`src/rtl/full_adder.sv`:
```
// Parameterizable ripple-carry full adder with combinational and registered outputs.
// Optional macro FULL_ADDER_SELFCHECK_EN adds a sticky chk_err output fed by a behavioural cross-check.
module full_adder #(
  parameter int WIDTH   = 1,
  parameter int REG_OUT = 1
) (
  input  logic             clk,
  input  logic             rst,
  input  logic [WIDTH-1:0] a,
  input  logic [WIDTH-1:0] b,
  input  logic             cin,
  input  logic             in_valid,
  output logic [WIDTH-1:0] s,
  output logic             cout,
  output logic             ovf,
  output logic [WIDTH-1:0] s_q,
  output logic             cout_q,
  output logic             ovf_q,
`ifdef FULL_ADDER_SELFCHECK_EN
  output logic             valid_q,
  output logic             chk_err
`else
  output logic             valid_q
`endif
);

  logic [WIDTH:0] carry_s;

  // Ripple carry chain; carry_s[i] is the carry into bit i.
  always_comb begin
    carry_s    = {(WIDTH+1){1'b0}};
    s          = {WIDTH{1'b0}};
    carry_s[0] = cin;
    for (int i = 0; i < WIDTH; i++) begin
      s[i]         = a[i] ^ b[i] ^ carry_s[i];
      carry_s[i+1] = (a[i] & b[i]) | (carry_s[i] & (a[i] ^ b[i]));
    end
    cout = carry_s[WIDTH];
    ovf  = carry_s[WIDTH-1] ^ carry_s[WIDTH];
  end

  generate
    if (REG_OUT == 1) begin : g_reg
      logic [WIDTH-1:0] s_r;
      logic             cout_r;
      logic             ovf_r;
      logic             valid_r;

      // Capture stage: load on valid input, otherwise hold data and drop valid.
      always_ff @(posedge clk) begin
        if (rst) begin
          s_r     <= {WIDTH{1'b0}};
          cout_r  <= 1'b0;
          ovf_r   <= 1'b0;
          valid_r <= 1'b0;
        end else if (in_valid == 1'b1) begin
          s_r     <= s;
          cout_r  <= cout;
          ovf_r   <= ovf;
          valid_r <= 1'b1;
        end else begin
          valid_r <= 1'b0;
        end
      end

      assign s_q     = s_r;
      assign cout_q  = cout_r;
      assign ovf_q   = ovf_r;
      assign valid_q = valid_r;
    end else begin : g_noreg
      assign s_q     = {WIDTH{1'b0}};
      assign cout_q  = 1'b0;
      assign ovf_q   = 1'b0;
      assign valid_q = 1'b0;
    end
  endgenerate

`ifdef FULL_ADDER_SELFCHECK_EN
  // Reference sum built with the synthesis tool's own adder, independent of the ripple chain.
  function automatic logic [WIDTH:0] ref_sum(input logic [WIDTH-1:0] op_a,
                                             input logic [WIDTH-1:0] op_b,
                                             input logic             op_c);
    ref_sum = {1'b0, op_a} + {1'b0, op_b} + {{WIDTH{1'b0}}, op_c};
  endfunction

  logic chk_mismatch_s;
  logic chk_err_r;

  // Compare the ripple result against the reference sum.
  always_comb begin
    if (ref_sum(a, b, cin) != {cout, s}) begin
      chk_mismatch_s = 1'b1;
    end else begin
      chk_mismatch_s = 1'b0;
    end
  end

  // Sticky error flag, cleared only by reset.
  always_ff @(posedge clk) begin
    if (rst) begin
      chk_err_r <= 1'b0;
    end else if (chk_mismatch_s) begin
      chk_err_r <= 1'b1;
    end else begin
      chk_err_r <= chk_err_r;
    end
  end

  assign chk_err = chk_err_r;
`endif

endmodule

```
`config.mk`:
```
export PLATFORM = sky130hd
export DESIGN_NAME = full_adder
export DESIGN_NICKNAME = d
export VERILOG_FILES = /design/src/rtl/full_adder.sv
export SDC_FILE = /design/constraint.sdc
export NUM_CORES = 1
export LEC_CHECK = 0
export ABC_AREA = 1
export BUFFER_PORTS_ARGS = -buffer_cell sky130_fd_sc_hd__buf_4
export CAP_MARGIN = 20
export CORE_AREA = 2 2 39 41
export DETAILED_ROUTE_END_ITERATION = 7
export DIE_AREA = 0 0 41 43
export GPL_ROUTABILITY_DRIVEN = 1
export HOLD_SLACK_MARGIN = 0.15
export PLACE_DENSITY_LB_ADDON = 0.1
export SYNTH_ARGS = -nofsm -noshare
export SYNTH_HDL_FRONTEND = slang
export SYNTH_SLANG_ARGS = --single-unit
```
`constraint.sdc`:
```
create_clock -name clk -period 1.25 [get_ports clk]
set_input_delay 0.25 -clock clk [delete_from_list [all_inputs] [get_ports clk]]
set_output_delay 0.25 -clock clk [all_outputs]
set_load 0.1 [all_outputs]
```
======== Word-level counts from Yosys, hierarchy flattened ========
Index checks and enable logic that the tools add are counted.
storage, ports and cells
  output and inout port bits .............. 7
  word-level logic and storage cells ...... 11
  input port bits ......................... 6
  bits in registers ....................... 4
operators by class
  bitwise operators ....................... 6
  multiplexer cells ....................... 1
operators by type and width
  kind               count
  1-bit XOR          3
  1-bit bitwise AND  2
  1-bit 2-to-1 mux   1
  1-bit bitwise OR   1

======== Longest topological paths before layout ========
Gate-level depths: netlist of run 1.
  depth in word-level cells ............... 4
  depth in mapped cells ................... 6
  depth with buffers taken out ............ 6

======== Worst setup path before layout of run 1 ========
No wires, ideal clock.
  kind .................................... input-to-output
  from .................................... input port a
  to ...................................... output port ovf
  stages on the path ...................... 4
  data arrival time ....................... 1.962 ns
  data required time ...................... 1.000 ns
  path slack .............................. -0.962 ns
  buffers on the path ..................... 0
  cell sequence ........................... fa_1 -> inv_1 -> nand2_1 -> nand2_1
on the way
  longest elaborated chain between the ends .. 4
  elaborated cells between the ends (all ways) .. 5
  those cells by class .................... 5 x bitwise
RTL lines
  item                  line  text
  from (decl)           9     input logic [WIDTH-1:0] a,
  1-bit XOR             36    carry_s[i+1] = (a[i] & b[i]) | (carry_s[i] & (a[i] ^ b[i]));
  1-bit bitwise AND     36
  1-bit bitwise OR (*)  36
  1-bit XOR (*)         39    ovf = carry_s[WIDTH-1] ^ carry_s[WIDTH];
  to (decl)             15    output logic ovf,
Every way passes the cells marked *; elsewhere a longest branch is shown, timed or not.

======== Final worst setup path of run 1 ========
  from .................................... input port cin
  to ...................................... output port ovf
on the way
  longest elaborated chain between the ends .. 3
RTL lines
  item               line  text
  from (decl)        11    input logic cin,
  1-bit bitwise AND  36
  1-bit bitwise OR   36
  1-bit XOR (*)      39
Marks and branches as above.

==> results of run 1 <==
[state kept, by name, indices dropped and copies added, names as in the netlist]
signal	cells
valid_q	1
cout_q	1
s_q	1
ovf_q	1
[cell families after synthesis]
| logic type | count (synthesis) | share of synthesized area |
|---|---|---|
| flip-flops | 4 | 0.460 |
| AO/OA/AOI/OAI | 2 | 0.0576 |
| AND/OR/NAND/NOR | 12 | 0.281 |
| adder cells (fa/ha/maj) | 1 | 0.115 |
| buffers and inverters | 4 | 0.0863 |
[cell usage in the layout (no fill, tap or decap)]
cell      netlist  layout
buf_4           0      10
clkbuf_4        0       3
a21oi_1         2       2
nand2_1         8       5
inv_1           4       3
dfxtp_1         4       4
nand2_2         0       1
nor2_2          1       1
nand2_8         0       1
nand3_1         1       1
inv_2           0       1
fa_2            0       1
buf_12          0       2
nand2_4         0       1
buf_6           0       2
nor2_1          2       2
[stage by stage]
step	TNS [ns]	cell area, um^2	worst slack (ns)	cells
3_3_place_gp	-0.555	320	-0.277	52
5_1_grt	-0.342	383	-0.170	56
6_report	-0.276	383	-0.136	56
4_1_cts	-0.287	379	-0.145	56
3_5_place_dp	-0.560	320	-0.284	52
2_1_floorplan	-0.766	203	-0.267	23
[final cells by class]
class | count | share of cell area
Tap cell | 16 | 0.0523
Sequential cell | 4 | 0.209
Clock buffer | 3 | 0.0588
Timing Repair Buffer | 14 | 0.359
Multi-Input combinational cell | 15 | 0.281
Inverter | 4 | 0.0392
[per-layer routing]
layer / up-vias / track usage / wire, um / part of all wire
li1: 103 / - / - / -
met1: 86 / 0.0769 / 160 / 0.35
met2: 10 / 0.0875 / 223 / 0.49
met3: 2 / 0.0262 / 55 / 0.12
met4: 0 / 0.140 / 17 / 0.037
met5: - / 0 / 0 / 0
[power by group through the flow]
stage | Combinational (W) | Clock, W | Sequential [W]
after floorplan | 0.000128 | 0 | 0.000207
after global placement | 0.000241 | 0 | 0.000143
after detailed placement | 0.000241 | 0 | 0.000143
after CTS | 0.000273 | 0.000166 | 0.000142
after global routing | 0.000283 | 0.000179 | 0.000142
final | 0.000271 | 0.000159 | 0.000141
[final timing paths]
path / to / depth (start not counted) / slack, ns / start
max: ovf / 6 / -0.14 / cin
min: s_q / 2 / 0.21 / rst
max reg2reg: ovf_q / 4 / 0.62 / ovf_q
min reg2reg: s_q / 2 / 0.46 / s_q
[critical path, stage by stage]
cell,delay (ns)
buf_6,0.10
fa_2,0.42
inv_2,0.08
nand2_4,0.06
nand2_8,0.06
buf_12,0.16
[timing repair]
action / in CTS / in global routing
resized for setup: 7 / 1
setup endpoints to repair: 3 / 3
endpoints found under the hold margin: 0 / 0
setup buffers: 1 / 0
pin swaps: 3 / 2
==> results by group, run 1 <==
Outcome
  – Outcome: finished, violations left
  – Failing checks: negative setup slack

CTS
  – Sink Count: 4
  – CTS tree: yes
  – Hold buffer count at CTS: 0
  – Largest buffer count on any clock path: 2
  – Clock root cell: clkbuf_4
  – Clk pin slew, worst setup/hold paths: 0.04 ns
  – H-Tree Depth: 1
  – CTS Buf Count: 3
  – Clock Latency Late Sink: 0.23 ns

Timing
  – Worst-Margin Slew: 0.279 ns
  – Final setup viols: 3
  – Max_slew headroom: 0.816
  – Unrepaired setup endpoints after global routing: true
  – Max Clk Rate: 0.722 GHz
  – Hold violation count in the final report: 0
  – Final setup margin: -0.136 ns
  – Final Critical Period: 1.39 ns
  – Max Transition Viols Final: 0
  – Tcrit/Tclk final: 1.11
  – Worst Skew: 0 ns
  – Min Hold Slack: 0.208 ns

Yosys
  – Synth area leaders: dfxtp_1 (46%), nand2_1 (17%), fa_1 (12%), inv_1 (8.6%), a21oi_1 (5.8%)
  – Syn nets: 30
  – Mapped Cells: 23
  – Post-Syn Area: 174 um^2
  – Post-synth cell types: 8
  – Synth area leader: dfxtp_1
  – Register area share after synthesis: 0.460
  – Synth Area per Inst: 7.56 um^2
  – Yosys warns: 0
  – Commonest cells post-synth: nand2_1 (8), dfxtp_1 (4), inv_1 (4)
  – Top-count cell post-synth: nand2_1
  – Post-synth top area share: 0.460
  – Most common flop cell mapped by yosys: dfxtp_1
  – Ys async rst share: 0
  – Yosys reg bits: 4
  – Post-synth EDFFs: 0

Worst setup path
  – CP Launch Type: input port
  – Setup Crit Path Kind: in2out
  – Critical Path AT: 1.14 ns
  – Crit path capture type: primary output
  – Crit path max fanout: 4
  – Worst path required time: 1.00 ns

Layout
  – Final core occ: 0.277
  – Area growth from synthesis to layout: 120%
  – Ant. Diodes: 0
  – Layout cells sized above 1: 0.575
  – Fill count: 162
  – Area of the multi-input gates: 108 um^2
  – FF/Latch Area: 80.1 um^2
  – Nets: 49

Route
  – Routed WL per cell: 8.14 um
  – Remaining DRCs: 0
  – DRT Wirelength: 456 um
  – Vias per cell: 3.59
  – Antenna viol nets, final: 0
  – Starting DRT DRC Count: 3
  – Total number of vias: 201
  – Number of detailed-route iterations in the first pass: 2

Power
  – Total power: 0.000572 W
  – Pwr dens: 1490 nW/um^2
  – Leakage: 0.192 nW
  – Pint: 0.000328 W
  – Switching Fraction: 0.427
  – Sequential share of power: 0.247
  – Net Switching: 0.000244 W
  – Gate power share: 0.475
  – Power share of the clock group: 0.278
  – Worst vdd ir: 377 uV

Floorplan
  – IO Pins: 13
  – Core area: 1380 um^2
  – Initial Util: 0.126
  – DIE WIDTH: 41 um
  – Die area: 1760 um^2
  – Die height: 43 um
  – Site Rows: 14

GRT
  – Initial antenna violation count: 0
  – GRT Resource Usage Total: 0.0782
  – Vias in the first global route: 207
  – Congestion Overflow GR: 0
  – Pin count of the biggest net entering global routing: 6
  – First-pass GRT wire length: 793 um

Place
  – Gpl congestion: 0.589
  – DP HPWL: 369 um
  – Port Buf Inserts: 12

Flow run
  – Max-cap violations: 0

Hold path
  – Hold Crit Class: in2reg
(Power assumes the default switching activity.)
==> run 2, diff against run 1 <==
clock period = 1.79 ns   (was 1.25 ns; I/O delays follow)
==> results by group, run 2 (synthesized netlist as in run 1, its figures left out) <==
Worst setup path
  – FF-to-FF End: ovf_q (unchanged)
  – Critical Path AT: 1.38 ns (was 1.14 ns)
  – Reg-to-Reg Start: ovf_q (unchanged)
  – Crit path max fanout: 4 (unchanged)
  – Critical Path End: ovf (unchanged)
  – R2R cell count: 4 (unchanged)
  – CP Launch Type: input port (unchanged)
  – Flop2flop setup slack: 1.15 ns (was 0.62 ns)
  – Crit path capture type: primary output (unchanged)
  – Setup Crit Path Kind: in2out (unchanged)
  – Crit path launch: cin (unchanged)
  – Worst path required time: 1.43 ns (was 1.00 ns)

Power
  – Leakage: 0.177 nW (was 0.192 nW)
  – Worst vdd ir: 293 uV (was 377 uV)
  – Pwr dens: 1100 nW/um^2 (was 1490 nW/um^2)

Layout
  – Fill count: 164 (was 162)
  – Layout cells sized above 1: 0.500 (was 0.575)
  – Most frequent cells in the layout: buf_4 (13), nand2_1 (7), inv_1 (4), dfxtp_1 (4), clkbuf_4 (3) (was buf_4 (10), nand2_1 (5), dfxtp_1 (4))
  – Ant. Diodes: 0 (unchanged)
  – Final Instance Area: 344 um^2 (was 383 um^2)
  – Area of the multi-input gates: 97.6 um^2 (was 108 um^2)
  – Most common cell after layout, fill and taps aside: buf_4 (unchanged)
  – Final cell count without fillers: 56 (unchanged)
  – Final core occ: 0.249 (was 0.277)
  – Area growth from synthesis to layout: 97.8% (was 120%)
  – FF/Latch Area: 80.1 um^2 (unchanged)
  – Nets: 49 (unchanged)

GRT
  – GRT Resource Usage Total: 0.0653 (was 0.0782)
  – Vias in the first global route: 195 (was 207)
  – Pin count of the biggest net entering global routing: 6 (unchanged)
  – First-pass GRT wire length: 696 um (was 793 um)
  – Congestion Overflow GR: 0 (unchanged)
  – Initial antenna violation count: 0 (unchanged)

CTS
  – Clock Latency Late Sink: 0.23 ns (about the same)
  – Hold buffer count at CTS: 0 (unchanged)
  – Clk pin slew, worst setup/hold paths: 0.04 ns (about the same)
  – Setup bufs post-CTS: 0 (was 1)
  – H-Tree Depth: 1 (unchanged)
  – Sink Count: 4 (unchanged)
  – Clock root cell: clkbuf_4 (unchanged)
  – CTS tree: yes (unchanged)
  – CTS Buf Count: 3 (unchanged)
  – Largest buffer count on any clock path: 2 (unchanged)

Route
  – Vias per cell: 3.48 (was 3.59)
  – Antenna viol nets, final: 0 (unchanged)
  – Number of detailed-route iterations in the first pass: 2 (unchanged)
  – Starting DRT DRC Count: 1 (was 3)
  – Routed WL per cell: 7.98 um (was 8.14 um)
  – DRT Wirelength: 447 um (was 456 um)
  – Remaining DRCs: 0 (unchanged)
  – Total number of vias: 195 (was 201)

Floorplan
  – Initial Util: 0.126 (unchanged)
  – DIE WIDTH: 41 um (unchanged)
  – IO Pins: 13 (unchanged)
  – Die area: 1760 um^2 (unchanged)
  – Site Rows: 14 (unchanged)
  – Core area: 1380 um^2 (unchanged)
  – Die height: 43 um (unchanged)

Timing
  – Unrepaired setup endpoints after global routing: false (was true)
  – Worst-Margin Slew: 0.279 ns (about the same)
  – Max_slew headroom: 0.816 (about the same)
  – Hold violation count in the final report: 0 (unchanged)
  – Tcrit/Tclk final: 0.970
  – Max Transition Viols Final: 0 (unchanged)
  – Final setup margin: 0.0529 ns (was -0.136 ns)
  – Final setup viols: 0 (was 3)
  – Max Clk Rate: 0.576 GHz
  – Final Critical Period: 1.74 ns
  – Worst Skew: 0 ns (unchanged)

Place
  – Gpl congestion: 0.569 (was 0.589)
  – Post-place instance area: 318 um^2 (was 320 um^2)
  – Pre-CTS setup slack: -0.0144 ns (was -0.284 ns)
  – Placed Instances: 53 (was 52)
  – Port Buf Inserts: 12 (unchanged)

Hold path
  – Hold Crit Class: in2reg (unchanged)

Flow run
  – Max-cap violations: 0 (unchanged)

Outcome
  – Outcome: finished clean (was finished, violations left)
## run 2: metal layers
| layer | part of all wire | global-route usage | vias up | wire length (um) |
|---|---|---|---|---|
| met5 | 0 | 0 | - | 0 |
| met4 | 0 | 0.120 | 0 | 0 |
| met3 | 0.098 | 0 | 0 | 44 |
| met2 | 0.50 | 0.0750 | 10 | 223 |
| met1 | 0.40 | 0.0740 | 82 | 179 |
| li1 | - | - | 103 | - |
## run 2: area by class of cell
type	instances	area share
multi-input combinational	15	0.284
timing repair buffer	14	0.316
inverter	4	0.0436
clock buffer	3	0.0655
tap	16	0.0582
sequential	4	0.233
## run 2: how the worst min path moves through the flow
| stage | slack, ns | start | cells past startpoint | end |
|---|---|---|---|---|
| 2_1_floorplan | 0.43 | rst | 1 | cout_q |
| 6_report | 0.32 | rst | 2 | cout_q |
| 4_1_cts | 0.31 | rst | 2 | cout_q |
| 3_3_place_gp | 0.45 | cout_q | 2 | cout_q |
| 3_5_place_dp | 0.45 | s_q | 2 | s_q |
| 5_1_grt | 0.33 | rst | 2 | valid_q |
## run 2: timing repair
| item | 4_1_cts | 5_1_grt |
|---|---|---|
| gates resized for setup | 1 | 0 |
| endpoints found under the setup margin | 1 | 0 |
| endpoints found under the hold margin | 0 | 0 |
## run 2: per-stage QoR
| step | power, W | hold WS, ns | TNS [ns] |
|---|---|---|---|
| 6_report | 0.000378 | 0.320 | 0 |
| 5_1_grt | 0.000394 | 0.332 | 0 |
| 4_1_cts | 0.000385 | 0.315 | 0 |
| 3_5_place_dp | 0.000267 | 0.451 | -0.0144 |
| 3_3_place_gp | 0.000267 | 0.449 | -0.00579 |
| 2_1_floorplan | 0.000231 | 0.427 | 0 |
## run 2: power by group
part	leakage [nW]	switching (W)	total, W	internal (W)
sequential	0.0331	0.00000285	0.0000988	0.0000959
combinational	0.130	0.000127	0.000168	0.0000410
clock	0.0138	0.0000368	0.000112	0.0000750
total	0.177	0.000166	0.000378	0.000212
## run 2: critical path: stages
cell,delay (ns)
buf_4,0.12
fa_2,0.40
inv_1,0.06
nand2_1,0.13
nand2_8,0.08
buf_6,0.22
